`config.mk`:
```
export PLATFORM = sky130hd
export DESIGN_NAME = cam_capture_rgb565
export DESIGN_NICKNAME = d
export VERILOG_FILES = /design/src/rtl/cam_capture_rgb565.sv
export SDC_FILE = /design/constraint.sdc
export NUM_CORES = 1
export LEC_CHECK = 0
export CELL_PAD_IN_SITES_DETAIL_PLACEMENT = 1
export CELL_PAD_IN_SITES_GLOBAL_PLACEMENT = 1
export CORE_ASPECT_RATIO = 1.4
export CORE_MARGIN = 2
export CORE_UTILIZATION = 37
export CTS_BUF_LIST = sky130_fd_sc_hd__clkbuf_16
export CTS_CLUSTER_DIAMETER = 200
export DETAILED_ROUTE_END_ITERATION = 8
export PLACE_DENSITY = 0.73
export SLEW_MARGIN = 20
export SYNTH_ARGS = -nofsm -noshare
export SYNTH_HDL_FRONTEND = slang
export SYNTH_SLANG_ARGS = --single-unit
```
`constraint.sdc`:
```
create_clock -name clk -period 1.67 [get_ports clk]
set_input_delay 0.2505 -clock clk [delete_from_list [all_inputs] [get_ports clk]]
set_output_delay 0.2505 -clock clk [all_outputs]
set_load 0.02 [all_outputs]
```
`src/rtl/cam_capture_rgb565.sv`:
```
// Camera byte-bus capture: OV7670-style pclk/vsync/href/data, sampled on the
// system clock and packed into RGB565 words for a linear frame buffer write port.
//
// Ports:
//   clk, rst_n      system clock, async active-low reset
//   enable          capture enable (sampled only at frame boundaries)
//   cam_pclk        camera pixel clock, sampled as data
//   cam_vsync       frame sync (high between frames)
//   cam_href        line valid
//   cam_data        camera byte
//   addr_in         RAM write address (linear pixel index)
//   data_in         RAM write data {R5,G6,B5}
//   regwrite        one-cycle write strobe per completed pixel
//   frame_done      one-cycle pulse at the end of a captured frame
//   overflow        sticky: pixel arrived after the frame buffer was full
//   busy            high while capturing a frame
module cam_capture_rgb565 #(
    parameter int IMG_W = 320,
    parameter int IMG_H = 240,
    parameter int AW    = 17,
    parameter int DW    = 16
) (
    input  logic          clk,
    input  logic          rst_n,
    input  logic          enable,
    input  logic          cam_pclk,
    input  logic          cam_vsync,
    input  logic          cam_href,
    input  logic [7:0]    cam_data,
    output logic [AW-1:0] addr_in,
    output logic [DW-1:0] data_in,
    output logic          regwrite,
    output logic          frame_done,
    output logic          overflow,
    output logic          busy
);

    localparam logic [AW-1:0] FULL = AW'(IMG_W * IMG_H);

    typedef enum logic [1:0] {
        IDLE    = 2'd0,
        ARMED   = 2'd1,
        CAPTURE = 2'd2
    } state_t;

    state_t state, state_nx;

    // Two-stage synchronizers, equal depth on every bus signal so that the
    // byte and href seen at the strobe belong to the same pclk edge.
    logic [2:0] pclk_s;
    logic [2:0] vs_s;
    logic [1:0] href_s;
    logic [7:0] d_s1, d_s2;

    logic strobe, vs_rise, vs_fall;
    logic arm_start, cap_en, frame_end;
    logic ph_lo;
    logic [7:0] hi_q;

    always_ff @(posedge clk or negedge rst_n) begin
        if (!rst_n) begin
            pclk_s <= '0;
            vs_s   <= '0;
            href_s <= '0;
            d_s1   <= '0;
            d_s2   <= '0;
        end else begin
            pclk_s <= {pclk_s[1:0], cam_pclk};
            vs_s   <= {vs_s[1:0], cam_vsync};
            href_s <= {href_s[0], cam_href};
            d_s1   <= cam_data;
            d_s2   <= d_s1;
        end
    end

    assign strobe  = pclk_s[1] & ~pclk_s[2];
    assign vs_rise = vs_s[1] & ~vs_s[2];
    assign vs_fall = ~vs_s[1] & vs_s[2];

    always_ff @(posedge clk or negedge rst_n) begin
        if (!rst_n) state <= IDLE;
        else        state <= state_nx;
    end

    always_comb begin
        state_nx  = state;
        arm_start = 1'b0;
        cap_en    = 1'b0;
        frame_end = 1'b0;
        unique case (state)
            IDLE: begin
                if (enable) state_nx = ARMED;
            end
            ARMED: begin
                if (!enable) begin
                    state_nx = IDLE;
                end else if (vs_fall) begin
                    arm_start = 1'b1;
                    state_nx  = CAPTURE;
                end
            end
            CAPTURE: begin
                cap_en = 1'b1;
                if (vs_rise) begin
                    frame_end = 1'b1;
                    state_nx  = enable ? ARMED : IDLE;
                end
            end
            default: state_nx = IDLE;
        endcase
    end

    assign busy = (state == CAPTURE);

    always_ff @(posedge clk or negedge rst_n) begin
        if (!rst_n) begin
            addr_in    <= '0;
            data_in    <= '0;
            regwrite   <= 1'b0;
            frame_done <= 1'b0;
            overflow   <= 1'b0;
            ph_lo      <= 1'b0;
            hi_q       <= '0;
        end else begin
            regwrite   <= 1'b0;
            frame_done <= frame_end;

            // Address moves only after the write it labelled has been seen.
            if (regwrite) addr_in <= addr_in + 1'b1;

            if (arm_start) begin
                addr_in  <= '0;
                overflow <= 1'b0;
                ph_lo    <= 1'b0;
            end

            if (cap_en) begin
                if (!href_s[1]) begin
                    // Line ended: a lone high byte is discarded.
                    ph_lo <= 1'b0;
                end else if (strobe) begin
                    if (!ph_lo) begin
                        hi_q  <= d_s2;
                        ph_lo <= 1'b1;
                    end else begin
                        ph_lo <= 1'b0;
                        if (addr_in == FULL) begin
                            overflow <= 1'b1;
                        end else begin
                            data_in  <= DW'({hi_q, d_s2});
                            regwrite <= 1'b1;
                        end
                    end
                end
            end
        end
    end

endmodule

```
==> load_flow_metrics.sql <==
INSERT INTO impl_metrics (metric_group, metric, value, unit) VALUES
('critical_path', 'criticalPathCategory', 'flip-flop to flip-flop', ''),
('critical_path', 'critical_path.max_fanout', '4', ''),
('routing', 'route.layer.met1.wl', '2.64', 'mm'),
('timing', 'maxSlewHeadroom', '78.2', '%'),
('layout', 'post_route_cells_drive_above_1_share', '42.5', '%'),
('die', 'core_area', '0.00694', 'mm²'),
('cts', 'cts_buffers', '9', ''),
('global_route', 'total_global_routing_track_utilization', '20.1', '%'),
('critical_path', 'critical_path_arrival', '2.12', 'ns'),
('placement', 'final_weighted_congestion_in_routability_driven_placement', '0.807', ''),
('routing', 'drt-initial-drc-count', '52', ''),
('synth', 'number_of_flops_mapped_to_enable_cells_by_yosys', '0', ''),
('layout', 'finalNonFillerCells', '410', ''),
('cts', 'clk_pin_slew_worst_paths', '0.06', 'ns'),
('routing', 'route.met3.wl', '227', 'µm'),
('routing', 'route.vias.total', '1990', ''),
('timing', 'setup-violations-final', '23', ''),
('routing', 'post_drt_wl_per_cell', '17.7', 'µm'),
('global_route', 'antenna_violations_before_repair', '0', ''),
('synth', 'yosysWarnings', '0', ''),
('synth', 'async_set_reset_flop_share_out_of_synthesis', '100', '%'),
('placement', 'dpl.cell_count', '374', ''),
('die', 'fp.dieW', '75.5', 'µm'),
('critical_path', 'end_kind', 'flip-flop', ''),
('timing', 'finalHoldViolations', '0', ''),
('placement', 'place_hpwl', '4.39', 'mm'),
('timing', 'slew_violations', '0', ''),
('critical_path', 'crit_required', '1.93', 'ns'),
('run', 'drv.max_cap_violation_count', '0', ''),
('layout', 'count_of_filler_cells_inserted_in_the_layout', '705', ''),
('routing', 'drtAntennaViolNets', '0', ''),
('pwr', 'power_density_cells', '1120', 'mW/mm²'),
('synth', 'synth.area.top_cells', 'sky130_fd_sc_hd__dfrtp_1, sky130_fd_sc_hd__mux2_2, sky130_fd_sc_hd__nor2_1', ''),
('status', 'run_status', 'complete, but fails checks', ''),
('timing', 'post-route-worst-setup-slack', '-0.196', 'ns'),
('die', 'row_count', '36', ''),
('die', 'die_ar', '0.00787', 'mm²'),
('routing', 'met2_wirelength', '4.18', 'mm'),
('routing', 'drc_errors', '0', ''),
('global_route', 'globalRouteOverflowTotal', '0', ''),
('cts', 'cts.path.max_buffers', '2', ''),
('timing', 'slew_of_the_pin_with_the_lowest_slew_margin', '0.326', 'ns'),
('synth', 'syn_nets', '210', ''),
('layout', 'layout-area-overhead-vs-synth', '56.5', '%'),
('timing', 'fin_skew', '0.00761', 'ns'),
('synth', 'post_synth_num_cell_types', '33', ''),
('layout', 'most_frequent_standard_cell_in_the_layout_excluding_fill_and_tap_cells', 'sky130_fd_sc_hd__dfrtp_1', ''),
('placement', 'placed_area', '0.00357', 'mm²'),
('timing', 'post-route-min-period', '1.87', 'ns'),
('global_route', 'grt_max_degree', '33', ''),
('synth', 'post-synth-top-area-cell', 'sky130_fd_sc_hd__dfrtp_1', ''),
('synth', 'yosysTopAreaCellShare', '67.0', '%'),
('cts', 'h-tree-depth', '3', ''),
('routing', 'dr.pass1.iters', '4', ''),
('synth', 'seq_area_frac_synth', '67.0', '%'),
('cts', 'cts_tree', 'yes', ''),
('status', 'violations', 'setup timing', ''),
('timing', 'achievable-frequency', '536', 'MHz'),
('layout', 'final_cell_mix', 'sky130_fd_sc_hd__dfrtp_1, sky130_fd_sc_hd__buf_4, sky130_fd_sc_hd__clkdlybuf4s50_1', ''),
('layout', 'final_nets', '326', ''),
('die', 'initial_core_util', '38.2', '%'),
('layout', 'antenna-diode-count', '0', ''),
('cts', 'clockRootBuffer', 'sky130_fd_sc_hd__clkbuf_16', ''),
('critical_path', 'setup.worst_path.start_class', 'flip-flop', ''),
('routing', 'post_drt_via_cell_ratio', '4.85', ''),
('synth', 'synth_seq_cells', '71', ''),
('pwr', 'worst_ir_drop_vdd', '713', 'µV'),
('synth', 'synthFlopType', 'sky130_fd_sc_hd__dfrtp_1', ''),
('timing', 'grt_setup_unrepaired', 'true', ''),
('routing', 'totalWireLength', '7.28', 'mm'),
('global_route', 'grt_first_pass_wirelength', '11.5', 'mm');
[area by class of cell]
class	instances	area, µm²	share of cell area, %
Inverter	8	30.0	0.724
Timing Repair Buffer	109	978	23.6
Clock inverter	7	62.6	1.51
Sequential cell	71	1790	43.1
Tap cell	95	119	2.86
Multi-Input combinational cell	111	945	22.8
Clock buffer	9	225	5.43
[per-stage QoR]
stage               hold slack (ns)  total power, mW  setup TNS, ns  util, %  setup WS, ns
global placement              0.117             2.65          -5.46     51.4        -0.323
finish                        0.329             4.63          -3.55     59.8        -0.196
global route                  0.344             4.82          -5.33     59.8        -0.275
floorplan                   -0.0451             2.26         -0.774        -       -0.0743
CTS                           0.316             4.60          -2.12     58.5        -0.124
detailed placement            0.117             2.68          -7.02     51.4        -0.419
[synth_stat cells (3+ instances only)]
library cell and number:
sky130_fd_sc_hd__nor2b_1 3, sky130_fd_sc_hd__xor2_1 5, sky130_fd_sc_hd__inv_1 8, sky130_fd_sc_hd__o21ai_0 6, sky130_fd_sc_hd__nor4bb_1 3, sky130_fd_sc_hd__dfrtp_1 71
sky130_fd_sc_hd__nor2_1 12, sky130_fd_sc_hd__or3_1 5, sky130_fd_sc_hd__mux2_2 24, sky130_fd_sc_hd__nand2_1 10, sky130_fd_sc_hd__or4_4 3, sky130_fd_sc_hd__nand4_1 5
sky130_fd_sc_hd__xnor2_1 5, sky130_fd_sc_hd__a21oi_1 7, sky130_fd_sc_hd__nand3_1 4
[worst paths after layout]
check | slack (ns) | cells after the start | end | from
setup reg to reg | -0.20 | 5 | addr_in[16]$_DFFE_PN0P_ | addr_in[7]$_DFFE_PN0P_
hold / removal | 0.33 | 2 | addr_in[3]$_DFFE_PN0P_ | rst_n
max in group asynchronous | 0.75 | 3 | hi_q[5]$_DFFE_PN0P_ | rst_n
hold reg to reg | 0.35 | 0 | d_s2[0]$_DFF_PN0_ | d_s1[0]$_DFF_PN0_
setup / recovery | -0.20 | 5 | addr_in[16]$_DFFE_PN0P_ | addr_in[7]$_DFFE_PN0P_
min in group clk | 0.35 | 0 | d_s2[0]$_DFF_PN0_ | d_s1[0]$_DFF_PN0_
[sequential cells by signal, summed over array words and instances, names as in the netlist]
name,flops
href_s,2
ph_lo,1
d_s1,8
hi_q,8
overflow,1
state,2
d_s2,8
pclk_s,3
data_in,16
regwrite,1
addr_in,17
frame_done,1
vs_s,3
[critical path, cell delays in order (launching register included)]
cell and delay (ns):
sky130_fd_sc_hd__dfrtp_2 0.39, sky130_fd_sc_hd__nand4_1 0.17, sky130_fd_sc_hd__buf_4 0.18, sky130_fd_sc_hd__or4_4 0.51
sky130_fd_sc_hd__or3_4 0.41, sky130_fd_sc_hd__a21oi_2 0.14
[timing repair]
| item | in CTS | in global routing |
|---|---|---|
| resized for setup | 35 | 19 |
| pin swaps | 8 | 8 |
| setup endpoints to repair | 39 | 37 |
| endpoints found under the hold margin | 12 | 0 |
| buffers inserted | 14 | 8 |
| hold buffers | 1 | 0 |
[kinds of logic (layout without fill, tap and decap cells)]
kind of cell | count (synthesis) | count (layout) | synth area share (%)
DFF | 71 | 71 | 67.0
and+or+nand+nor | 58 | 58 | 12.9
muxes | 25 | 25 | 10.6
AOI/OAI and AO/OA | 16 | 16 | 3.30
buffers and inverters | 12 | 133 | 1.93
xor gates and xnor gates | 10 | 10 | 3.30
adders and majority gates | 2 | 2 | 0.944
[layer usage]
layer / track usage [%] / up-vias
li1: - / 902
met2: 35.4 / 46
met4: 9.40 / 0
met5: 0 / -
met3: 4.55 / 19
met1: 21.6 / 1023
[where the power goes]
part | leakage (nW) | switching (mW) | internal, mW
logic | 0.957 | 0.379 | 0.423
registers | 0.902 | 0.108 | 1.88
clock network | 0.138 | 0.701 | 1.14
total | 2.00 | 1.19 | 3.44
No activity file was read; power rests on OpenSTA's default activity.
